<file path="src/rtl/qupls_agen_pipe_if.sv">
`default_nettype none
// ============================================================================
//  Module      : qupls_agen_pipe_if
//  Description : Station-side operand bus and LSQ/DTLB-side beat bus of the
//                address-generation execute stage.
//  Revision    : 1.0  initial release
// ============================================================================
interface qupls_agen_pipe_if #(
  parameter int AWID = 64,
  parameter int IDW  = 5
);
  logic            flush_i;
  logic            valid_i;
  logic            ready_o;
  logic [IDW-1:0]  id_i;
  logic [AWID-1:0] argA_i;
  logic [AWID-1:0] argB_i;
  logic [AWID-1:0] argI_i;
  logic [1:0]      scale_i;
  logic [2:0]      size_i;
  logic            store_i;
  logic            excv_i;
  logic            valid_o;
  logic            ready_i;
  logic [IDW-1:0]  id_o;
  logic [AWID-1:0] adr_o;
  logic [4:0]      len_o;
  logic            store_o;
  logic            split_o;
  logic            last_o;
  logic            excv_o;

  // Environment side: drives ops, flush and beat acceptance.
  modport master (
    output flush_i, valid_i, id_i, argA_i, argB_i, argI_i, scale_i, size_i,
           store_i, excv_i, ready_i,
    input  ready_o, valid_o, id_o, adr_o, len_o, store_o, split_o, last_o, excv_o
  );

  // Address-generation stage side.
  modport slave (
    input  flush_i, valid_i, id_i, argA_i, argB_i, argI_i, scale_i, size_i,
           store_i, excv_i, ready_i,
    output ready_o, valid_o, id_o, adr_o, len_o, store_o, split_o, last_o, excv_o
  );
endinterface
`default_nettype wire

</file>
<file path="src/rtl/qupls_agen_pipe.sv">
`default_nettype none
// ============================================================================
//  Module      : qupls_agen_pipe
//  Description : Address-generation execute stage. Computes
//                EA = argA + (argB << scale) + argI and issues one registered
//                access beat, or two beats when the access crosses a page.
//  Revision    : 1.0  initial release
// ============================================================================
module qupls_agen_pipe #(
  parameter int AWID   = 64,
  parameter int IDW    = 5,
  parameter int PGBITS = 12
) (
  input  wire logic               clk,
  input  wire logic               rst,
  qupls_agen_pipe_if.slave        ab
);

  typedef enum logic [0:0] {
    IDLE  = 1'b0,
    SPLIT = 1'b1
  } state_t;

  localparam logic [PGBITS:0]  c_PGSIZE = {1'b1, {PGBITS{1'b0}}};
  localparam logic [AWID-1:0]  c_PGMASK = {{(AWID-PGBITS){1'b0}}, {PGBITS{1'b1}}};
  localparam int               c_PGW    = PGBITS + 1;

  state_t          r_state;
  logic [AWID-1:0] r_adr1;
  logic [4:0]      r_len1;

  logic [AWID-1:0] w_ea;
  logic            w_illegal;
  logic            w_exc;
  logic [4:0]      w_bytes;
  logic [PGBITS:0] w_pgSum;
  logic            w_cross;
  logic [4:0]      w_len0;
  logic            w_accept;

  // Effective address, byte count and page-crossing detection.
  always_comb begin
    w_ea      = ab.argA_i + (ab.argB_i << ab.scale_i) + ab.argI_i;
    w_illegal = (ab.size_i > 3'd4);
    w_exc     = ab.excv_i | w_illegal;
    w_bytes   = w_illegal ? 5'd16 : (5'd1 << ab.size_i);
    w_pgSum   = {1'b0, w_ea[PGBITS-1:0]} + c_PGW'(w_bytes);
    w_cross   = (w_pgSum > c_PGSIZE);
    // A crossing access starts within 16 bytes of the page end, so the
    // remaining byte count is the 5-bit two's complement of the low offset.
    w_len0    = 5'd0 - w_ea[4:0];
    ab.ready_o = (r_state == IDLE) && (!ab.valid_o || ab.ready_i);
    w_accept  = ab.valid_i && ab.ready_o && !ab.flush_i;
  end

  // Beat registers and split FSM; flush behaves exactly like reset.
  always_ff @(posedge clk) begin
    if (rst || ab.flush_i) begin
      r_state    <= IDLE;
      r_adr1     <= '0;
      r_len1     <= '0;
      ab.valid_o <= 1'b0;
      ab.id_o    <= '0;
      ab.adr_o   <= '0;
      ab.len_o   <= '0;
      ab.store_o <= 1'b0;
      ab.split_o <= 1'b0;
      ab.last_o  <= 1'b0;
      ab.excv_o  <= 1'b0;
    end else begin
      case (r_state)
        IDLE: begin
          if (w_accept) begin
            ab.valid_o <= 1'b1;
            ab.id_o    <= ab.id_i;
            ab.adr_o   <= w_ea;
            ab.store_o <= ab.store_i;
            ab.excv_o  <= w_exc;
            if (w_cross && !w_exc) begin
              ab.len_o   <= w_len0;
              ab.split_o <= 1'b1;
              ab.last_o  <= 1'b0;
              r_adr1     <= (w_ea | c_PGMASK) + AWID'(1);
              r_len1     <= w_bytes - w_len0;
              r_state    <= SPLIT;
            end else begin
              ab.len_o   <= w_bytes;
              ab.split_o <= 1'b0;
              ab.last_o  <= 1'b1;
            end
          end else if (ab.valid_o && ab.ready_i) begin
            ab.valid_o <= 1'b0;
          end
        end
        SPLIT: begin
          // Second beat only after the first has been taken.
          if (ab.ready_i) begin
            ab.adr_o   <= r_adr1;
            ab.len_o   <= r_len1;
            ab.split_o <= 1'b1;
            ab.last_o  <= 1'b1;
            r_state    <= IDLE;
          end
        end
        default: r_state <= IDLE;
      endcase
    end
  end

endmodule
`default_nettype wire

</file>
<file path="src/flat_wrapper.sv">
// flat-port wrapper written by rule: the top's interface ports become plain ports
module qupls_agen_pipe_flat 
#(
  parameter int AWID   = 64,
  parameter int IDW    = 5,
  parameter int PGBITS = 12
)
  (clk, rst, ab_flush_i, ab_valid_i, ab_id_i, ab_argA_i, ab_argB_i, ab_argI_i, ab_scale_i, ab_size_i, ab_store_i, ab_excv_i, ab_ready_i, ab_ready_o, ab_valid_o, ab_id_o, ab_adr_o, ab_len_o, ab_store_o, ab_split_o, ab_last_o, ab_excv_o);
  qupls_agen_pipe_if #(.AWID(AWID), .IDW(IDW)) ab_i ();
  input  wire logic clk;
  input  wire logic rst;
  input wire logic [$bits(ab_i.flush_i)-1:0] ab_flush_i;
  input wire logic [$bits(ab_i.valid_i)-1:0] ab_valid_i;
  input wire logic [$bits(ab_i.id_i)-1:0] ab_id_i;
  input wire logic [$bits(ab_i.argA_i)-1:0] ab_argA_i;
  input wire logic [$bits(ab_i.argB_i)-1:0] ab_argB_i;
  input wire logic [$bits(ab_i.argI_i)-1:0] ab_argI_i;
  input wire logic [$bits(ab_i.scale_i)-1:0] ab_scale_i;
  input wire logic [$bits(ab_i.size_i)-1:0] ab_size_i;
  input wire logic [$bits(ab_i.store_i)-1:0] ab_store_i;
  input wire logic [$bits(ab_i.excv_i)-1:0] ab_excv_i;
  input wire logic [$bits(ab_i.ready_i)-1:0] ab_ready_i;
  output wire logic [$bits(ab_i.ready_o)-1:0] ab_ready_o;
  output wire logic [$bits(ab_i.valid_o)-1:0] ab_valid_o;
  output wire logic [$bits(ab_i.id_o)-1:0] ab_id_o;
  output wire logic [$bits(ab_i.adr_o)-1:0] ab_adr_o;
  output wire logic [$bits(ab_i.len_o)-1:0] ab_len_o;
  output wire logic [$bits(ab_i.store_o)-1:0] ab_store_o;
  output wire logic [$bits(ab_i.split_o)-1:0] ab_split_o;
  output wire logic [$bits(ab_i.last_o)-1:0] ab_last_o;
  output wire logic [$bits(ab_i.excv_o)-1:0] ab_excv_o;
  assign ab_i.flush_i = ab_flush_i;
  assign ab_i.valid_i = ab_valid_i;
  assign ab_i.id_i = ab_id_i;
  assign ab_i.argA_i = ab_argA_i;
  assign ab_i.argB_i = ab_argB_i;
  assign ab_i.argI_i = ab_argI_i;
  assign ab_i.scale_i = ab_scale_i;
  assign ab_i.size_i = ab_size_i;
  assign ab_i.store_i = ab_store_i;
  assign ab_i.excv_i = ab_excv_i;
  assign ab_i.ready_i = ab_ready_i;
  assign ab_ready_o = ab_i.ready_o;
  assign ab_valid_o = ab_i.valid_o;
  assign ab_id_o = ab_i.id_o;
  assign ab_adr_o = ab_i.adr_o;
  assign ab_len_o = ab_i.len_o;
  assign ab_store_o = ab_i.store_o;
  assign ab_split_o = ab_i.split_o;
  assign ab_last_o = ab_i.last_o;
  assign ab_excv_o = ab_i.excv_o;
  qupls_agen_pipe #(.AWID(AWID), .IDW(IDW), .PGBITS(PGBITS)) u_core (.clk(clk), .rst(rst), .ab(ab_i));
endmodule
</file>
<file path="config.mk">
export PLATFORM = sky130hd
export DESIGN_NAME = qupls_agen_pipe_flat
export DESIGN_NICKNAME = d
export VERILOG_FILES = /design/src/rtl/qupls_agen_pipe_if.sv /design/src/rtl/qupls_agen_pipe.sv /design/src/flat_wrapper.sv
export SDC_FILE = /design/constraint.sdc
export NUM_CORES = 1
export LEC_CHECK = 0
export BUFFER_PORTS_ARGS = -buffer_cell sky130_fd_sc_hd__buf_2
export CAP_MARGIN = 20
export CORE_MARGIN = 2
export CORE_UTILIZATION = 50
export CTS_CLUSTER_DIAMETER = 150
export DETAILED_ROUTE_END_ITERATION = 16
export PLACE_DENSITY_LB_ADDON = 0.05
export SLEW_MARGIN = 20
export SYNTH_ARGS = -nofsm -noshare
export SYNTH_HDL_FRONTEND = slang
export SYNTH_SLANG_ARGS = --single-unit
</file>
<file path="constraint.sdc">
create_clock -name clk -period 11.15 [get_ports clk]
set_input_delay 1.115 -clock clk [delete_from_list [all_inputs] [get_ports clk]]
set_output_delay 1.115 -clock clk [all_outputs]
set_load 0.01 [all_outputs]
</file>
==> results.json <==
{
  "cts_hold_buffers": 0,
  "setup_slack_ps": 3926,
  "start_util": 0.5036,
  "fp.dieH_um": 170.8,
  "finish.utilization": 0.5823,
  "syn_area_um2": 13910,
  "path_depth": 17,
  "via_per_inst": 5.984,
  "cts_root_buffer": "clkbuf_16",
  "layout_min_cycle_time_ps": 7224,
  "cts_max_level": 4,
  "post_cts_buffers": 0,
  "place_congestion": 0.9187,
  "first_pass_iters": 6,
  "synth_ff_type": "dfxtp_1",
  "synth-seq-cells": 137,
  "synth_edf_count": 0,
  "async_reset_ff_frac": 0,
  "mostFrequentLayoutCell": "buf_2",
  "slew_headroom": 0.2625,
  "clock_path_buffers": 2,
  "grt_pass1_vias": 11900,
  "die-area_um2": 29180,
  "cts_tree": "built",
  "path_buf_inv": 2,
  "drt-total-wl_um": 39880,
  "fin_crit_sh": 0.6479,
  "drtIter0Drc": 1097,
  "hold_path.class": "flop to flop",
  "required_ps": 11420,
  "power_density_nw_per_um2": 165.5,
  "fin_tns_setup_ps": 0,
  "crit_fanout": 63,
  "grt_max_degree": 100,
  "maxCapViolCount": 0,
  "drc": 0,
  "hold_depth": 2,
  "end_kind": "flop",
  "dpl.hpwl_um": 32070,
  "synth_top_area_share": 0.1971,
  "max_freq_mhz": 138.4,
  "hold_viol_final": 0,
  "fill_cells": 2590,
  "die-width_um": 170.8,
  "finalSetupViolCount": 0,
  "grt_pass1_wl_um": 62670,
  "avgSynthCellArea_um2": 8.438,
  "ys_types": 80,
  "start_kind": "input pin",
  "max_stage_delay_ps": 850,
  "crit_family": "compound AO/OA/AOI/OAI gates",
  "crit_type": "input pin to flop",
  "clkTransAtPathRegs_ps": 60,
  "path_common_cell": "a31oi_1",
  "clkSinkCount": 137,
  "syn_to_final_growth_pct": 15.63,
  "yosysWarningCount": 0,
  "numPortBuffers": 288,
  "cp_cell_sequence": "buf_4 -> buf_6 -> mux4_2 -> fa_1 -> ha_1 -> a211oi_1 -> o21ai_2 -> a31oi_1 -> o21ai_0 -> a31oi_1 -> nor4b_1 -> a311oi_1 -> nand4_1 -> or4_4 -> nor4_1 -> xor2_1 -> a21oi_1",
  "yosys.area.top_type": "dfxtp_1",
  "slowest_stage": "a311oi_1",
  "crit_arrival_ps": 7490,
  "finalNetCount": 2204,
  "via_count": 13450,
  "tightest_slew_ps": 1099,
  "vdd_drop_max_mv": 0.1179,
  "fp-row-count": 61,
  "outcome": "finished, final reports clean",
  "syn_nets": 1997,
  "seq_area_um2": 2746,
  "clock_skew_ps": 10.38,
  "grt-ovfl-total": 0,
  "yosysSeqAreaShare": 0.1971,
  "final_cell_mix": "buf_2, nor2_1, nand2_1, dfxtp_1, a21oi_1",
  "ant_nets": 0,
  "antenna_found_initial": 0,
  "multiInputGateArea_um2": 10650,
  "clock_latency_ps": 420,
  "rsz0062_at_grt": "false",
  "syn-instance-count": 1649,
  "rr_worst_depth": 8,
  "tritoncts.num_buffers": 17,
  "ios": 289,
  "synth_area_leaders": "dfxtp_1, mux4_2, fa_1, ha_1, nor2_1",
  "grt_usage": 0.2668,
  "drv_slew": 0,
  "preCtsSetupSlack_ps": 3434,
  "p_leak_nw": 6.379,
  "drive_gt1_frac": 0.2226,
  "coreArea_um2": 27630,
  "cts_resized": 0,
  "n_antenna_cell": 0,
  "post_drt_wl_per_cell_um": 17.75
}
## power by group
part,total (W),internal (W),switching [W]
Combinational,0.00159,0.000575,0.00101
Sequential,0.000509,0.000502,0.00000676
Clock,0.000565,0.000344,0.000221
## logic make-up (layout without fill, tap and decap cells)
kind of cell / count (synthesis) / count (layout) / share of synthesized area
multiplexers: 98 / 98 / 0.1244
AND/OR/NAND/NOR: 557 / 557 / 0.1931
flip-flops: 137 / 137 / 0.1971
buffers and inverters: 137 / 357 / 0.03858
adder cells (fa/ha/maj): 139 / 139 / 0.1606
AO/OA/AOI/OAI: 487 / 487 / 0.2270
XOR/XNOR: 94 / 94 / 0.05917
## routing by layer
layer  GRT usage  up-vias  share of wire  wire length (um)
met5           0        -              0                 0
met4     0.04753        0          0.010               414
met3     0.03100       22          0.057              2285
met2      0.3918      475           0.42             16670
met1      0.4219     6364           0.51             20510
li1            -     6584              -                 -
## final timing paths
| check | startpoint | slack, ps | to |
|---|---|---|---|
| setup / recovery | ab_scale_i[0] | 3930 | u_core.r_adr1[54]$_SDFFE_PP0P_ |
| hold / removal | u_core.ab.len_o[2]$_SDFFE_PP0P_ | 460 | u_core.ab.len_o[2]$_SDFFE_PP0P_ |
| setup reg to reg | u_core.r_state$_SDFF_PP0_ | 8030 | u_core.r_adr1[47]$_SDFFE_PP0P_ |
| hold reg to reg | u_core.ab.len_o[2]$_SDFFE_PP0P_ | 460 | u_core.ab.len_o[2]$_SDFFE_PP0P_ |
## area by class of cell
class,instances,share of cell area
Multi-Input combinational cell,1375,0.6616
Sequential cell,137,0.1707
Timing Repair Buffer,298,0.09487
Tap cell,378,0.02940
Clock buffer,19,0.02823
Clock inverter,13,0.008865
Inverter,27,0.006299
## tightest hold or removal path, cell delays in order (launching register included)
cell	delay, ps
dfxtp_1	310
nand2_1	50
a21oi_1	50
## Yosys cell counts, types with 11 or more instances
cell type	instances
o21ai_0	104
or3_1	14
dfxtp_1	137
nor4_1	17
nand4_1	32
nor2_1	186
buf_2	12
clkbuf_1	84
nand3_1	28
nand2_1	145
fa_1	66
mux2i_1	38
xnor2_1	42
a211oi_1	73
a22oi_1	13
and2_1	16
xor2_1	52
a21oi_1	124
a21o_1	24
nor3_1	39
and4_1	11
o21a_1	17
mux4_2	60
buf_1	12
inv_1	27
o211ai_1	38
ha_1	73
and3_1	15
## flip-flops by register name (all words and copies together) (netlist names)
name               cells
u_core.ab.id_o         5
u_core.ab.len_o        5
u_core.r_adr1         52
u_core.ab.valid_o      1
u_core.ab.adr_o       64
u_core.ab.last_o       1
u_core.ab.split_o      1
u_core.r_state         1
u_core.ab.store_o      1
u_core.r_len1          5
u_core.ab.excv_o       1
## stage by stage
step                      power [W]  hold slack (ps)  area [um^2]  instances
after global routing       0.002856            489.1        16090       2247
after global placement     0.002059            440.1        15480       2215
after CTS                  0.002643            458.2        16080       2247
final                      0.002663            462.4        16090       2247
after floorplan            0.001638            445.9        13910       1649
after detailed placement   0.002072            451.2        15480       2215
Power figures use the tool's default switching activity.
